===== src/rtl/seg_display_driver_pkg.sv =====
// seg_display_driver_pkg: shared 7-segment constants, ghost FSM states and digit-select helper.
package seg_display_driver_pkg;

    localparam int NUM_DIGITS = 8;
    localparam int DP_BIT     = 7;

    localparam logic [7:0] SEG_0   = 8'hC0;
    localparam logic [7:0] SEG_1   = 8'hF9;
    localparam logic [7:0] SEG_2   = 8'hA4;
    localparam logic [7:0] SEG_3   = 8'hB0;
    localparam logic [7:0] SEG_4   = 8'h99;
    localparam logic [7:0] SEG_5   = 8'h92;
    localparam logic [7:0] SEG_6   = 8'h82;
    localparam logic [7:0] SEG_7   = 8'hF8;
    localparam logic [7:0] SEG_8   = 8'h80;
    localparam logic [7:0] SEG_9   = 8'h90;
    localparam logic [7:0] SEG_A   = 8'h88;
    localparam logic [7:0] SEG_B   = 8'h83;
    localparam logic [7:0] SEG_C   = 8'hC6;
    localparam logic [7:0] SEG_D   = 8'hA1;
    localparam logic [7:0] SEG_E   = 8'h86;
    localparam logic [7:0] SEG_F   = 8'h8E;
    localparam logic [7:0] SEG_OFF = 8'hFF;

    localparam logic [15:0][7:0] SEG_LUT = {SEG_F, SEG_E, SEG_D, SEG_C, SEG_B, SEG_A, SEG_9, SEG_8,
                                            SEG_7, SEG_6, SEG_5, SEG_4, SEG_3, SEG_2, SEG_1, SEG_0};

    typedef enum logic {GHOST_RUN, GHOST_BLANK} ghost_state_e;

    // A digit enable is usable only when exactly one bit is pulled low.
    function automatic logic one_low(input logic [NUM_DIGITS-1:0] en);
        return $countones(~en) == 1;
    endfunction

endpackage


===== src/rtl/seg_display_driver_seg7_decode.sv =====
// seg7_decode: {dp, hex} to active-low {dp,g,f,e,d,c,b,a} segment pattern.
module seg7_decode
    import seg_display_driver_pkg::*;
(
    input  logic       dp,
    input  logic [3:0] hex,
    output logic [7:0] seg
);

    always_comb begin
        seg         = SEG_LUT[hex];
        seg[DP_BIT] = ~dp & seg[DP_BIT];
    end

endmodule


===== src/rtl/seg_display_driver.sv =====
// seg_display_driver: scans an 8-digit register file onto the segment bus with blank, blink
// and post-switch ghost suppression; led_en_out and seg_out are registered and cycle-aligned.
module seg_display_driver
    import seg_display_driver_pkg::*;
#(
    parameter int unsigned BLINK_CYCLES = 50_000_000,
    parameter int unsigned GHOST_CYCLES = 16
) (
    input  logic       clk,
    input  logic       rst,
    input  logic [7:0] led_en_in,
    input  logic       wr_en,
    input  logic [2:0] wr_addr,
    input  logic [4:0] wr_data,
    input  logic [7:0] blank_mask,
    input  logic [7:0] blink_mask,
    output logic [7:0] led_en_out,
    output logic [7:0] seg_out
);

    localparam int GW = GHOST_CYCLES > 1 ? $clog2(GHOST_CYCLES) : 1;
    localparam int BW = BLINK_CYCLES > 1 ? $clog2(BLINK_CYCLES) : 1;

    logic [4:0]    digit_q [NUM_DIGITS];
    logic [4:0]    digit_d [NUM_DIGITS];
    logic [7:0]    led_en_q, led_en_d;
    logic [7:0]    led_prev_q, led_prev_d;
    logic [7:0]    led_en_out_q, led_en_out_d;
    logic [7:0]    seg_out_q, seg_out_d;
    ghost_state_e  ghost_q, ghost_d;
    logic [GW-1:0] ghost_cnt_q, ghost_cnt_d;
    logic [BW-1:0] blink_cnt_q, blink_cnt_d;
    logic          blink_on_q, blink_on_d;
    logic          valid, changed, blink_wrap;
    logic [2:0]    idx;
    logic [4:0]    cur_digit;
    logic [7:0]    dec_seg;

    assign cur_digit = digit_q[idx];

    seg7_decode u_dec (
        .dp  (cur_digit[4]),
        .hex (cur_digit[3:0]),
        .seg (dec_seg)
    );

    always_comb begin
        digit_d = digit_q;
        if (wr_en) digit_d[wr_addr] = wr_data;
        led_en_d   = led_en_in;
        led_prev_d = led_en_q;
        valid      = one_low(led_en_q);
        changed    = led_en_q != led_prev_q;
        idx        = '0;
        for (int i = 0; i < NUM_DIGITS; i++)
            if (!led_en_q[i]) idx = 3'(i);
        // Any change of the enable pattern (re)starts the ghost window, even mid-window.
        ghost_d     = changed ? GHOST_BLANK
                    : (ghost_q == GHOST_BLANK && ghost_cnt_q == '0) ? GHOST_RUN : ghost_q;
        ghost_cnt_d = changed ? GW'(GHOST_CYCLES - 1)
                    : (ghost_q == GHOST_BLANK && ghost_cnt_q != '0) ? ghost_cnt_q - 1'b1 : ghost_cnt_q;
        blink_wrap  = blink_cnt_q == BW'(BLINK_CYCLES - 1);
        blink_cnt_d = blink_wrap ? '0 : blink_cnt_q + 1'b1;
        blink_on_d  = blink_on_q ^ blink_wrap;
        // Blank from the same edge that moves led_en_out, so no segment of the old digit leaks.
        seg_out_d    = !valid                           ? SEG_OFF
                     : ghost_d == GHOST_BLANK           ? SEG_OFF
                     : blank_mask[idx]                  ? SEG_OFF
                     : (!blink_on_q && blink_mask[idx]) ? SEG_OFF
                     : dec_seg;
        led_en_out_d = valid ? led_en_q : 8'hFF;
    end

    always_ff @(posedge clk or posedge rst) begin
        if (rst) begin
            for (int i = 0; i < NUM_DIGITS; i++) digit_q[i] <= '0;
            led_en_q     <= 8'hFF;
            led_prev_q   <= 8'hFF;
            led_en_out_q <= 8'hFF;
            seg_out_q    <= SEG_OFF;
            ghost_q      <= GHOST_BLANK;
            ghost_cnt_q  <= GW'(GHOST_CYCLES - 1);
            blink_cnt_q  <= '0;
            blink_on_q   <= 1'b1;
        end else begin
            digit_q      <= digit_d;
            led_en_q     <= led_en_d;
            led_prev_q   <= led_prev_d;
            led_en_out_q <= led_en_out_d;
            seg_out_q    <= seg_out_d;
            ghost_q      <= ghost_d;
            ghost_cnt_q  <= ghost_cnt_d;
            blink_cnt_q  <= blink_cnt_d;
            blink_on_q   <= blink_on_d;
        end
    end

    assign led_en_out = led_en_out_q;
    assign seg_out    = seg_out_q;

endmodule


===== config.mk =====
export PLATFORM = sky130hd
export DESIGN_NAME = seg_display_driver
export DESIGN_NICKNAME = d
export VERILOG_FILES = /design/src/rtl/seg_display_driver_pkg.sv /design/src/rtl/seg_display_driver_seg7_decode.sv /design/src/rtl/seg_display_driver.sv
export SDC_FILE = /design/constraint.sdc
export NUM_CORES = 1
export LEC_CHECK = 0
export CAP_MARGIN = 30
export CORE_AREA = 3 3 118 120
export DETAILED_ROUTE_END_ITERATION = 6
export DIE_AREA = 0 0 121 123
export PLACE_DENSITY_LB_ADDON = 0.15
export SKIP_LAST_GASP = 1
export SLEW_MARGIN = 20
export SYNTH_ARGS = -nofsm -noshare
export SYNTH_HDL_FRONTEND = slang
export SYNTH_SLANG_ARGS = --single-unit

===== constraint.sdc =====
create_clock -name clk -period 4.1 [get_ports clk]
set_input_delay 0.82 -clock clk [delete_from_list [all_inputs] [get_ports clk]]
set_output_delay 0.82 -clock clk [all_outputs]
set_load 0.05 [all_outputs]

## After elaboration in Yosys (flattened, before gate mapping)

Memory sizes are Yosys's and may differ from the RTL's.
Cells that the tools add are included.

- Register bits after elaboration: 104
- Bits in read-only memories: 128
- Bits of input ports: 35
- Memories: 1

Memories:

| memory | words | bits a word | read ports | clocked after Yosys merged registers in | write ports | RTL line | RTL |
|---|---|---|---|---|---|---|---|
| (name not given) | 16 | 8 | 1 | 0 | 0 | seg_display_driver_seg7_decode.sv:11 | `seg = SEG_LUT[hex];` |

- $add $sub $neg: 9
- Order comparisons: 5
- Eq/ne operators: 3
- Muxes and demuxes: 28
- Bitwise gates (word level): 6
- Reductions and logical operators: 8

Operators by type and width:

| kind | count |
|---|---|
| two-way mux 8 bit | 6 |
| bitwise mux 40 bit | 1 |
| adder 26 x 1 -> 26 bit (second input constant) | 1 |
| == test 26 bit (second input constant) | 1 |
| two-way mux 26 bit | 1 |
| binary-select mux 5 bit (select 3 bit) | 1 |
| demux 5 bit (select 3 bit) | 1 |
| two-way mux 5 bit | 3 |
| two-way mux 3 bit | 4 |
| adder 1 x 1 -> 2 bit | 4 |
| >= comparator 4 bit (second input constant) | 2 |
| two-way mux 4 bit | 2 |
| inequality test 8 bit | 1 |
| inverter 3 -> 4 bit | 2 |
| inverter 8 bit | 1 |
| adder 2 x 2 -> 3 bit | 2 |
| binary-select mux 1 bit (select 3 bit) | 2 |
| < comparator 4 x 5 -> 1 bit (second input constant) | 1 |
| two-way mux 1 bit | 5 |
| adder 3 x 3 -> 4 bit | 1 |
| == test 4 x 1 -> 1 bit (second input constant) | 1 |
| logical AND 1 bit | 4 |
| logical NOT 4 bit | 1 |
| < comparator 3 x 4 -> 1 bit (second input constant) | 1 |
| other kinds (9) | 10 |

## Longest topological paths before layout

Gate-level depths: netlist of run 1.

- Word-level depth: 18
- Gate-level depth with buffers: 15
- Depth with buffers taken out: 14

## By module

A second synthesis of run 1 with hierarchy kept.

- Cell total of the unflattened synthesis: 431
- Area, all modules: 5107.4 um^2

By module, submodules not included:

| module | instances | cells an instance | area each (um^2) | sequential area each (um^2) |
|---|---|---|---|---|
| seg_display_driver | 1 | 398 | 4828.4 | 2650.0 |
| seg7_decode | 1 | 33 | 279.0 | 0.0 |

## Worst setup path before layout of run 1

Ideal clock, no wire load.

- Kind: register to register
- From: register led_en_q[3]
- To: register seg_out_q[2] (netlist: seg_out[2])
- Library setup time: 0.092 ns
- Arrival: 4.009 ns
- Required time: 4.008 ns
- Slack: -0.001 ns
- Stages on the path, launching flop included: 16
- Path buffers: 1
- Period minus slack after synthesis: 4.101 ns
- Path through: dfstp_2 > buf_4 > inv_1 > fa_1 > fa_1 > fa_1 > ha_1 > inv_1 > fa_1 > a211oi_1 > mux2i_1 > nor2_1 > nand4_1 > a311oi_1 > o311a_2 > o311ai_1

- Longest elaborated chain between the ends: 15

Ends and longest elaborated chain:

| element | RTL line | RTL |
|---|---|---|
| from (decl) | seg_display_driver.sv:26 | `logic [7:0] led_en_q, led_en_d;` |
| from (signal assigned) | seg_display_driver.sv:87 | `led_en_q <= led_en_d;` |
| two-way mux 2 bit | seg_display_driver.sv:56 | `if (!led_en_q[i]) idx = 3'(i);` |
| two-way mux 3 bit (4 in a row) | seg_display_driver.sv:56 |  |
| inverter 3 -> 4 bit (implied by the code) | seg_display_driver.sv:39 | `assign cur_digit = digit_q[idx];` |
| binary-select mux 5 bit (select 3 bit) | seg_display_driver.sv:39 |  |
| two-way mux 5 bit (implied by the code) (2 in a row) | seg_display_driver.sv:39 |  |
| memory read (16 x 8 bit) | n/a |  |
| two-way mux 8 bit (implied by the code) | seg_display_driver_seg7_decode.sv:11 |  |
| two-way mux 8 bit | seg_display_driver.sv:69 | `: (!blink_on_q && blink_mask[idx]) ? SEG_OFF` |
| two-way mux 8 bit | seg_display_driver.sv:68 | `: blank_mask[idx] ? SEG_OFF` |
| two-way mux 8 bit | seg_display_driver.sv:67 | `: ghost_d == GHOST_BLANK ? SEG_OFF` |
| two-way mux 8 bit (*) | seg_display_driver.sv:66 | `seg_out_d = !valid ? SEG_OFF` |
| net seg_out_d[2] | seg_display_driver.sv:29 | `logic [7:0] seg_out_q, seg_out_d;` |
| to (signal assigned) | seg_display_driver.sv:90 | `seg_out_q <= seg_out_d;` |
| to (decl) | seg_display_driver.sv:29 |  |

The timed path passes the listed nets; every way through them passes the cells marked *. The select of a mux whose other input is x is not followed.
A chain may end at the register's enable or synchronous reset.

## Worst setup path after layout of run 1

- From: register led_en_q[0]
- To: register led_en_out_q[1] (netlist: led_en_out[1])

- Longest elaborated chain between the ends: 6

Ends and longest elaborated chain:

| element | RTL line | RTL |
|---|---|---|
| inverter 8 bit | seg_display_driver_pkg.sv:32 | `return $countones(~en) == 1;` |
| adder 1 x 1 -> 2 bit (implied by the code) | seg_display_driver_pkg.sv:32 |  |
| adder 2 x 2 -> 3 bit (implied by the code) | seg_display_driver_pkg.sv:32 |  |
| adder 3 x 3 -> 4 bit (implied by the code) | seg_display_driver_pkg.sv:32 |  |
| == test 4 x 1 -> 1 bit | seg_display_driver_pkg.sv:32 |  |
| two-way mux 8 bit | seg_display_driver.sv:71 | `led_en_out_d = valid ? led_en_q : 8'hFF;` |
| net led_en_out_d[1] | seg_display_driver.sv:28 | `logic [7:0] led_en_out_q, led_en_out_d;` |
| to (signal assigned) | seg_display_driver.sv:89 | `led_en_out_q <= led_en_out_d;` |
| to (decl) | seg_display_driver.sv:28 |  |

The timed path passes the listed nets, and every way through them passes these cells.

==> results of run 1 <==
## layer usage
layer / up-vias / share of wire [%]
met1: 1779 / 46
met4: 0 / 1.8
met3: 15 / 4.6
met5: - / 0
li1: 1724 / -
met2: 70 / 48
## path summary, 6_finish.rpt
| path | start | to |
|---|---|---|
| hold reg to reg | led_en_q[2]$_DFF_PP1_ | led_prev_q[2]$_DFF_PP1_ |
| setup reg to reg | led_en_q[0]$_DFF_PP1_ | led_en_out[1]$_DFF_PP1_ |
| setup / recovery | led_en_q[0]$_DFF_PP1_ | led_en_out[1]$_DFF_PP1_ |
| max in group asynchronous | rst | seg_out[7]$_DFF_PP1_ |
| min in group asynchronous | rst | blink_cnt_q[23]$_DFF_PP0_ |
| hold / removal | led_en_q[2]$_DFF_PP1_ | led_prev_q[2]$_DFF_PP1_ |
## worst max-delay path, cell delays in order (launching register included)
cell and delay, ns:
dfstp_2 0.55, inv_2 0.05, fa_1 0.55, fa_1 0.43, fa_1 0.51, ha_2 0.19, inv_2 0.04, fa_2 0.35
mux2i_1 0.20, nor2_2 0.06, buf_4 0.13, buf_4 0.12, buf_4 0.12, buf_4 0.12, buf_4 0.12, buf_4 0.12
buf_4 0.12, buf_4 0.15, nand2_1 0.07
## synth_stat cells (3+ instances only)
cell type	instances
nor2b_1	5
nand4b_1	3
nand2b_1	7
o21ai_0	9
buf_4	3
a211oi_1	4
o211ai_1	4
xor2_1	15
inv_1	18
nand3_1	18
mux2_2	43
mux2i_1	8
a31oi_1	7
dfstp_2	38
nor3_1	8
xnor2_1	20
buf_2	6
nand4_1	10
fa_1	4
and3_1	6
a21oi_1	8
ha_1	12
nor4_1	3
dfrtp_1	66
nand2_1	39
nor2_1	30
## power by group through the flow
stage               combinational, mW  clock, mW  sequential, mW
CTS                             0.564      0.995            1.21
global route                    0.627       1.04            1.22
finish                          0.570      0.969            1.21
global placement                0.507          0            1.22
floorplan                       0.317          0            1.26
detailed placement              0.519          0            1.23
## repair_timing
item,CTS,global route
endpoints found under the hold margin,0,0
setup endpoints to repair,8,16
pin swaps,5,5
buffers inserted,9,1
resized for setup,8,2
## through the flow
step	cells	TNS [ns]	area (um2)
finish	700	0	6370
global route	700	-0.559	6370
CTS	697	-0.0246	6340
detailed placement	672	-0.244	5920
global placement	670	0	5890
floorplan	442	0	5130
## flip-flops by register name, indices dropped and copies added (netlist names)
signal	flops
blink_cnt_q	26
digit_q	40
led_en_q	8
blink_on_q	1
ghost_q	1
led_prev_q	8
led_en_out	8
ghost_cnt_q	4
seg_out	8
## cell type report
| type | instances | area, um2 |
|---|---|---|
| multi-input combinational | 309 | 2390 |
| timing repair buffer | 75 | 701 |
| inverter | 20 | 77.6 |
| clock inverter | 5 | 103 |
| tap | 176 | 220 |
| sequential | 104 | 2650 |
| clock buffer | 11 | 233 |
| fill | 1169 | 6710 |
## cells by family after synthesis
logic type | count (synthesis)
flip-flops | 104
XOR/XNOR | 35
buffers and inverters | 29
multiplexers | 53
AO/OA/AOI/OAI | 58
AND/OR/NAND/NOR | 147
adder cells (fa/ha/maj) | 16
==> metrics.md, run 1 <==
| Metric | Value |
|---|---|
| Worst Hold Depth | `0` |
| Layout cell share with drive strength beyond 1 | `28.8%` |
| Initial cell density of the core | `39.2%` |
| Fmax | `~250 MHz` |
| Number of flops mapped to enable cells by yosys | `0` |
| Post-synthesis sequential area ratio | `about half` |
| Max Cap Viol | `0` |
| CTS max path bufs | `2` |
| Vias per std cell | `~5` |
| Post-Syn Instances | `around 440` |
| Net Sw Frac | `26.2%` |
| Top-area cell type share of the netlist area | `between 30 and 40%` |
| Post-synth top flop | `dfrtp_1` |
| Synthesized area | `roughly 5100 um2` |
| Worst skew pair latency | `between 0.3 and 0.4 ns` |
| Psw | `0.720 mW` |
| Final Setup Violations | `0` |
| Gr ovfl total | `0` |
| CP required | `4.39 ns` |
| Combinational power share | `a little over a fifth` |
| WL final | `between 10 and 15 mm` |
| Root Buffer | `clkbuf_16` |
| Via Count | `roughly 3,600` |
| # port buffers | `50` |
| Row cnt | `42` |
| Path type of the worst setup path | `reg2reg` |
| Reg clk slew, reported paths | `about 0.07 ns` |
| First-pass GRT wire length | `18.9 mm` |
| Htree depth | `3` |
| Power Dens Cells | `between 400 and 500 nW/um2` |
| Leakage | `2.67 nW` |
| Final core occ | `approximately half` |
| Post-route setup slack | `between 0.03 and 0.04 ns` |
| Critical Path Fanout Max | `8` |
| Commonest non-fill, non-tap cell in the layout | `dfrtp_1` |
| GRT met2 Usage | `26.7%` |
| CTS Buf Count | `9` |
| Flops & latches, synth | `between 100 and 150` |
| Rel. slew slack | `62.0%` |
| Post-Synth XOR/XNOR Area | `between 5 and 6%` |
| Worst IR Drop VDD | `approximately 0.22 mV` |
| Reg2Reg Setup Slack | `~0.035 ns` |
| HP Class | `reg2reg` |
| Slew Viols, Final | `0` |
| Startpoint Class | `flip-flop` |
| CTS Hold Bufs | `0` |
| Core Box Area | `13,100 um2` |
| Status | `finished clean` |
| Total Routing Usage GR | `16.5%` |
| GPL Wtd Cong | `0.789` |
| Area fraction in compound gates after synthesis | `between 8 and 9%` |
| Die Ht | `roughly 120 um` |
| Async S/R FF share, synth | `between 90% and 100%` |
| Pre-Repair DR Iteration Count | `4` |
| Full die area | `between 10,000 and 15,000 um2` |
| TritonCTS clock tree | `built` |
| Post-Place Setup Slack | `-0.0534 ns` |
| R2R depth | `18` |
| Setup crit end kind | `flip-flop` |
| Tmin final | `roughly 4.1 ns` |
| Actual slew at the worst max-slew pin | `~0.57 ns` |
| Final #Nets | `570` |
| Pwr Total | `2.75 mW` |
| Antenna-violating nets left | `0` |
| Layout area overhead | `24.2%` |
| Syn. warnings | `0` |
| GR Util met1 | `21.4%` |
| Final hold viol count | `0` |
| Io pins | `51` |
| CTS sink count | `104` |
| Clock power share | `between 30% and 40%` |
| Mean post-synth cell area | `around 12 um2` |
| Die Span X | `approximately 120 um` |
| Largest net degree at the start of global routing | `a little under 60` |
| Detail Placement HPWL | `8.14 mm` |
| WL/cell | `around 16 um` |
| Crit path DAT | `between 4 and 5 ns` |
| Number of global-route vias before repair | `approximately 3,800` |
| Syn Nets | `between 400 and 500` |
| WHS | `roughly 0.44 ns` |
| RSZ-0062 raised after global routing | `yes` |
| Most Crowded Layer GR | `met2` |
| Setup Skew | `0.00408 ns` |
| Tcrit/Tclk final | `99.2%` |
| Grt met3 use | `approximately 3.4%` |
| Initial antenna violation count | `0` |
| DRC violations left | `0` |
| 1st-iter DRT viols | `190` |
| Sequential power share | `44.0%` |
| Largest family of logic cells by synthesized area | `simple AND/OR/NAND/NOR gates` |
| Top cell type by total area after synthesis | `dfrtp_1` |
| Largest cells by area after synthesis | `dfrtp_1 32%, dfstp_2 19%, mux2_2 9.4%` |
| Int Power | `between 2 and 2.5 mW` |
| Netlist cell types | `between 60 and 70` |
| Post-Synth Adder-Cell Area | `under 10%` |
| Multiplexer area fraction after synthesis | `11.5%` |
| Most frequent cells in the layout | `66 x dfrtp_1, 50 x clkdlybuf4s50_1, 43 x mux2_2` |
| Antenna diodes | `0` |
| Simple logic cell fraction of the synthesized area | `between 10% and 20%` |
Note: power is estimated with default switching activity, not from simulation.
==> inputs of run 2 (changes only) <==
Settings changed: SKIP_CTS_REPAIR_TIMING set to 1.
==> run 2 against run 1 <==
Net effect: the run now ends with negative setup slack left; first-iteration DRC count is 13% higher; non-clock buffer count is 6 lower; flip-flop and latch count stayed put; count of clock-buffer cells in the layout stayed put; critical endpoint is now seg_out[2]$_DFF_PP1_; highest routed layer unchanged.
==> metrics.md, run 2 (synthesized netlist as in run 1, its figures left out) <==
| Metric | Value |
|---|---|
| Status | `finished with violations (was finished clean)` |
| Violated checks | `negative setup slack` |
| Max reg flops | `40 (unchanged)` |
| Tmin final | `4.12 ns (was 4.07 ns)` |
| Worst skew pair latency | `0.35 ns (about the same)` |
| Fillers | `1,178 (was 1,169)` |
| Crit path DAT | `4.38 ns (was 4.36 ns)` |
| Sequential power share | `44.5% (was 44.0%)` |
| Int Power | `2.00 mW (was 2.03 mW)` |
| Worst IR Drop VDD | `0.219 mV (was 0.223 mV)` |
| Post-route insts no fill | `694 (was 700)` |
| Initial antenna violation count | `0 (unchanged)` |
| Reg area | `2650 um2 (unchanged)` |
| First-pass GRT wire length | `18.6 mm (was 18.9 mm)` |
| Gr ovfl total | `0 (unchanged)` |
| Root Buffer | `clkbuf_16 (unchanged)` |
| Critical Path Fanout Max | `8 (unchanged)` |
| Actual slew at the worst max-slew pin | `0.603 ns (was 0.569 ns)` |
| Rel. slew slack | `59.7% (was 62.0%)` |
| Startpoint Class | `flip-flop (unchanged)` |
| Post-route setup slack | `-0.0226 ns (was 0.0348 ns)` |
| Setup crit end kind | `flip-flop (unchanged)` |
| Layout area overhead | `23.4% (was 24.2%)` |
| CP required | `4.36 ns (was 4.39 ns)` |
| Final core occ | `48.4% (was 48.7%)` |
| Via Count | `3,579 (was 3,588)` |
| Io pins | `51 (unchanged)` |
| Psw | `0.711 mW (was 0.720 mW)` |
| Antenna-violating nets left | `0 (unchanged)` |
| Number of global-route vias before repair | `3,687 (was 3,754)` |
| Initial cell density of the core | `39.2% (unchanged)` |
| HP Class | `reg2reg (unchanged)` |
| Setup Skew | `0.00418 ns (was 0.00408 ns)` |
| Detail Placement HPWL | `8.14 mm (unchanged)` |
| CTS max path bufs | `2 (unchanged)` |
| # port buffers | `50 (unchanged)` |
| Net Sw Frac | `26.2% (about the same)` |
| Path type of the worst setup path | `reg2reg (unchanged)` |
| Reg clk slew, reported paths | `0.07 ns (about the same)` |
| Combinational power share | `19.7% (was 20.8%)` |
| CTS sink count | `104 (unchanged)` |
| Layout cell share with drive strength beyond 1 | `28.2% (was 28.8%)` |
| Pwr Total | `2.71 mW (was 2.75 mW)` |
| Row cnt | `42 (unchanged)` |
| GPL Wtd Cong | `0.789 (unchanged)` |
| WL final | `11.3 mm (was 11.4 mm)` |
| Vias per std cell | `5.16 (was 5.13)` |
| Antenna diodes | `0 (unchanged)` |
| CTS Buf Count | `9 (unchanged)` |
| WL/cell | `16.3 um (about the same)` |
| Leakage | `2.64 nW (was 2.67 nW)` |
| Full die area | `14,900 um2 (unchanged)` |
| RSZ-0062 raised after global routing | `yes (unchanged)` |
| Core Box Area | `13,100 um2 (unchanged)` |
| 1st-iter DRT viols | `215 (was 190)` |
| Die Span X | `121 um (unchanged)` |
| Largest regs | `digit_q: 40 flops, blink_cnt_q: 26 flops (unchanged)` |
| Worst Hold Depth | `0 (unchanged)` |
| Biggest register | `digit_q (unchanged)` |
| R2R depth | `14 (was 18)` |
| Placed Instances | `672 (unchanged)` |
| Total Routing Usage GR | `16.2% (was 16.5%)` |
| Die Ht | `123 um (unchanged)` |
| TritonCTS clock tree | `built (unchanged)` |
| Final hold viol count | `0 (unchanged)` |
| Clock power share | `35.7% (was 35.3%)` |
| DRC violations left | `0 (unchanged)` |
| Commonest non-fill, non-tap cell in the layout | `dfrtp_1 (unchanged)` |
| Pre-Repair DR Iteration Count | `4 (unchanged)` |
| Final #Nets | `564 (was 570)` |
| Multi-input logic area | `2390 um2 (about the same)` |
| Slew Viols, Final | `0 (unchanged)` |
| Largest net degree at the start of global routing | `58 (unchanged)` |
| Most frequent cells in the layout | `66 x dfrtp_1, 50 x clkdlybuf4s50_1, 43 x mux2_2 (unchanged)` |
| Power Dens Cells | `428 nW/um2 (was 431 nW/um2)` |
| Tcrit/Tclk final | `101% (was 99.2%)` |
| Final Setup Violations | `4 (was 0)` |
| Fmax | `243 MHz (was 246 MHz)` |
| Max Cap Viol | `0 (unchanged)` |
| Htree depth | `3 (unchanged)` |
## run 2: power by group through the flow
stage	Clock, mW	Combinational, mW	Sequential, mW
5_1_grt	1.04	0.592	1.22
2_1_floorplan	0	0.317	1.26
4_1_cts	0.995	0.521	1.21
6_report	0.969	0.536	1.21
3_3_place_gp	0	0.507	1.22
3_5_place_dp	0	0.519	1.23
## run 2: routing by layer
metal / vias to the layer above / wire length (um) / global-route usage, %
li1: 1710 / - / -
met1: 1791 / 5250 / 21.5
met2: 63 / 5420 / 26.3
met3: 15 / 453 / 3.02
met4: 0 / 202 / 6.87
met5: - / 0 / 0
## run 2: worst paths after layout
path,from,end,slack [ns]
max,led_en_q[0]$_DFF_PP1_,seg_out[2]$_DFF_PP1_,-0.02
min,led_en_q[0]$_DFF_PP1_,led_prev_q[0]$_DFF_PP1_,0.39
max reg2reg,led_en_q[0]$_DFF_PP1_,seg_out[2]$_DFF_PP1_,-0.02
min reg2reg,led_en_q[0]$_DFF_PP1_,led_prev_q[0]$_DFF_PP1_,0.39
max in group asynchronous,rst,seg_out[7]$_DFF_PP1_,2.65
min in group asynchronous,rst,blink_cnt_q[23]$_DFF_PP0_,0.79
## run 2: final cells by class
class	count	share of cell area, %
timing repair buffer	69	10.4
inverter	20	1.22
sequential	104	41.8
clock inverter	5	1.62
clock buffer	11	3.67
tap	176	3.48
multi-input combinational	309	37.8
## run 2: stage by stage
step	worst slack, ns	hold WS [ns]	instance area (um2)	TNS [ns]
detailed placement	-0.0534	0.377	5920	-0.244
finish	-0.0226	0.389	6330	-0.0385
CTS	-0.0977	0.390	6260	-0.566
global route	-0.173	0.398	6330	-1.07
global placement	0.0934	0.370	5890	0
floorplan	0.0930	0.352	5130	0
## run 2: worst max-delay path, stage by stage (launching register included)
cell      delay (ns)
dfstp_2         0.56
inv_2           0.05
fa_1            0.56
fa_1            0.43
fa_1            0.51
ha_2            0.19
inv_2           0.04
fa_2            0.34
a211oi_2        0.23
mux2i_1         0.13
nor2_2          0.13
nand4_1         0.12
a311oi_2        0.31
o311a_4         0.32
o311ai_2        0.12
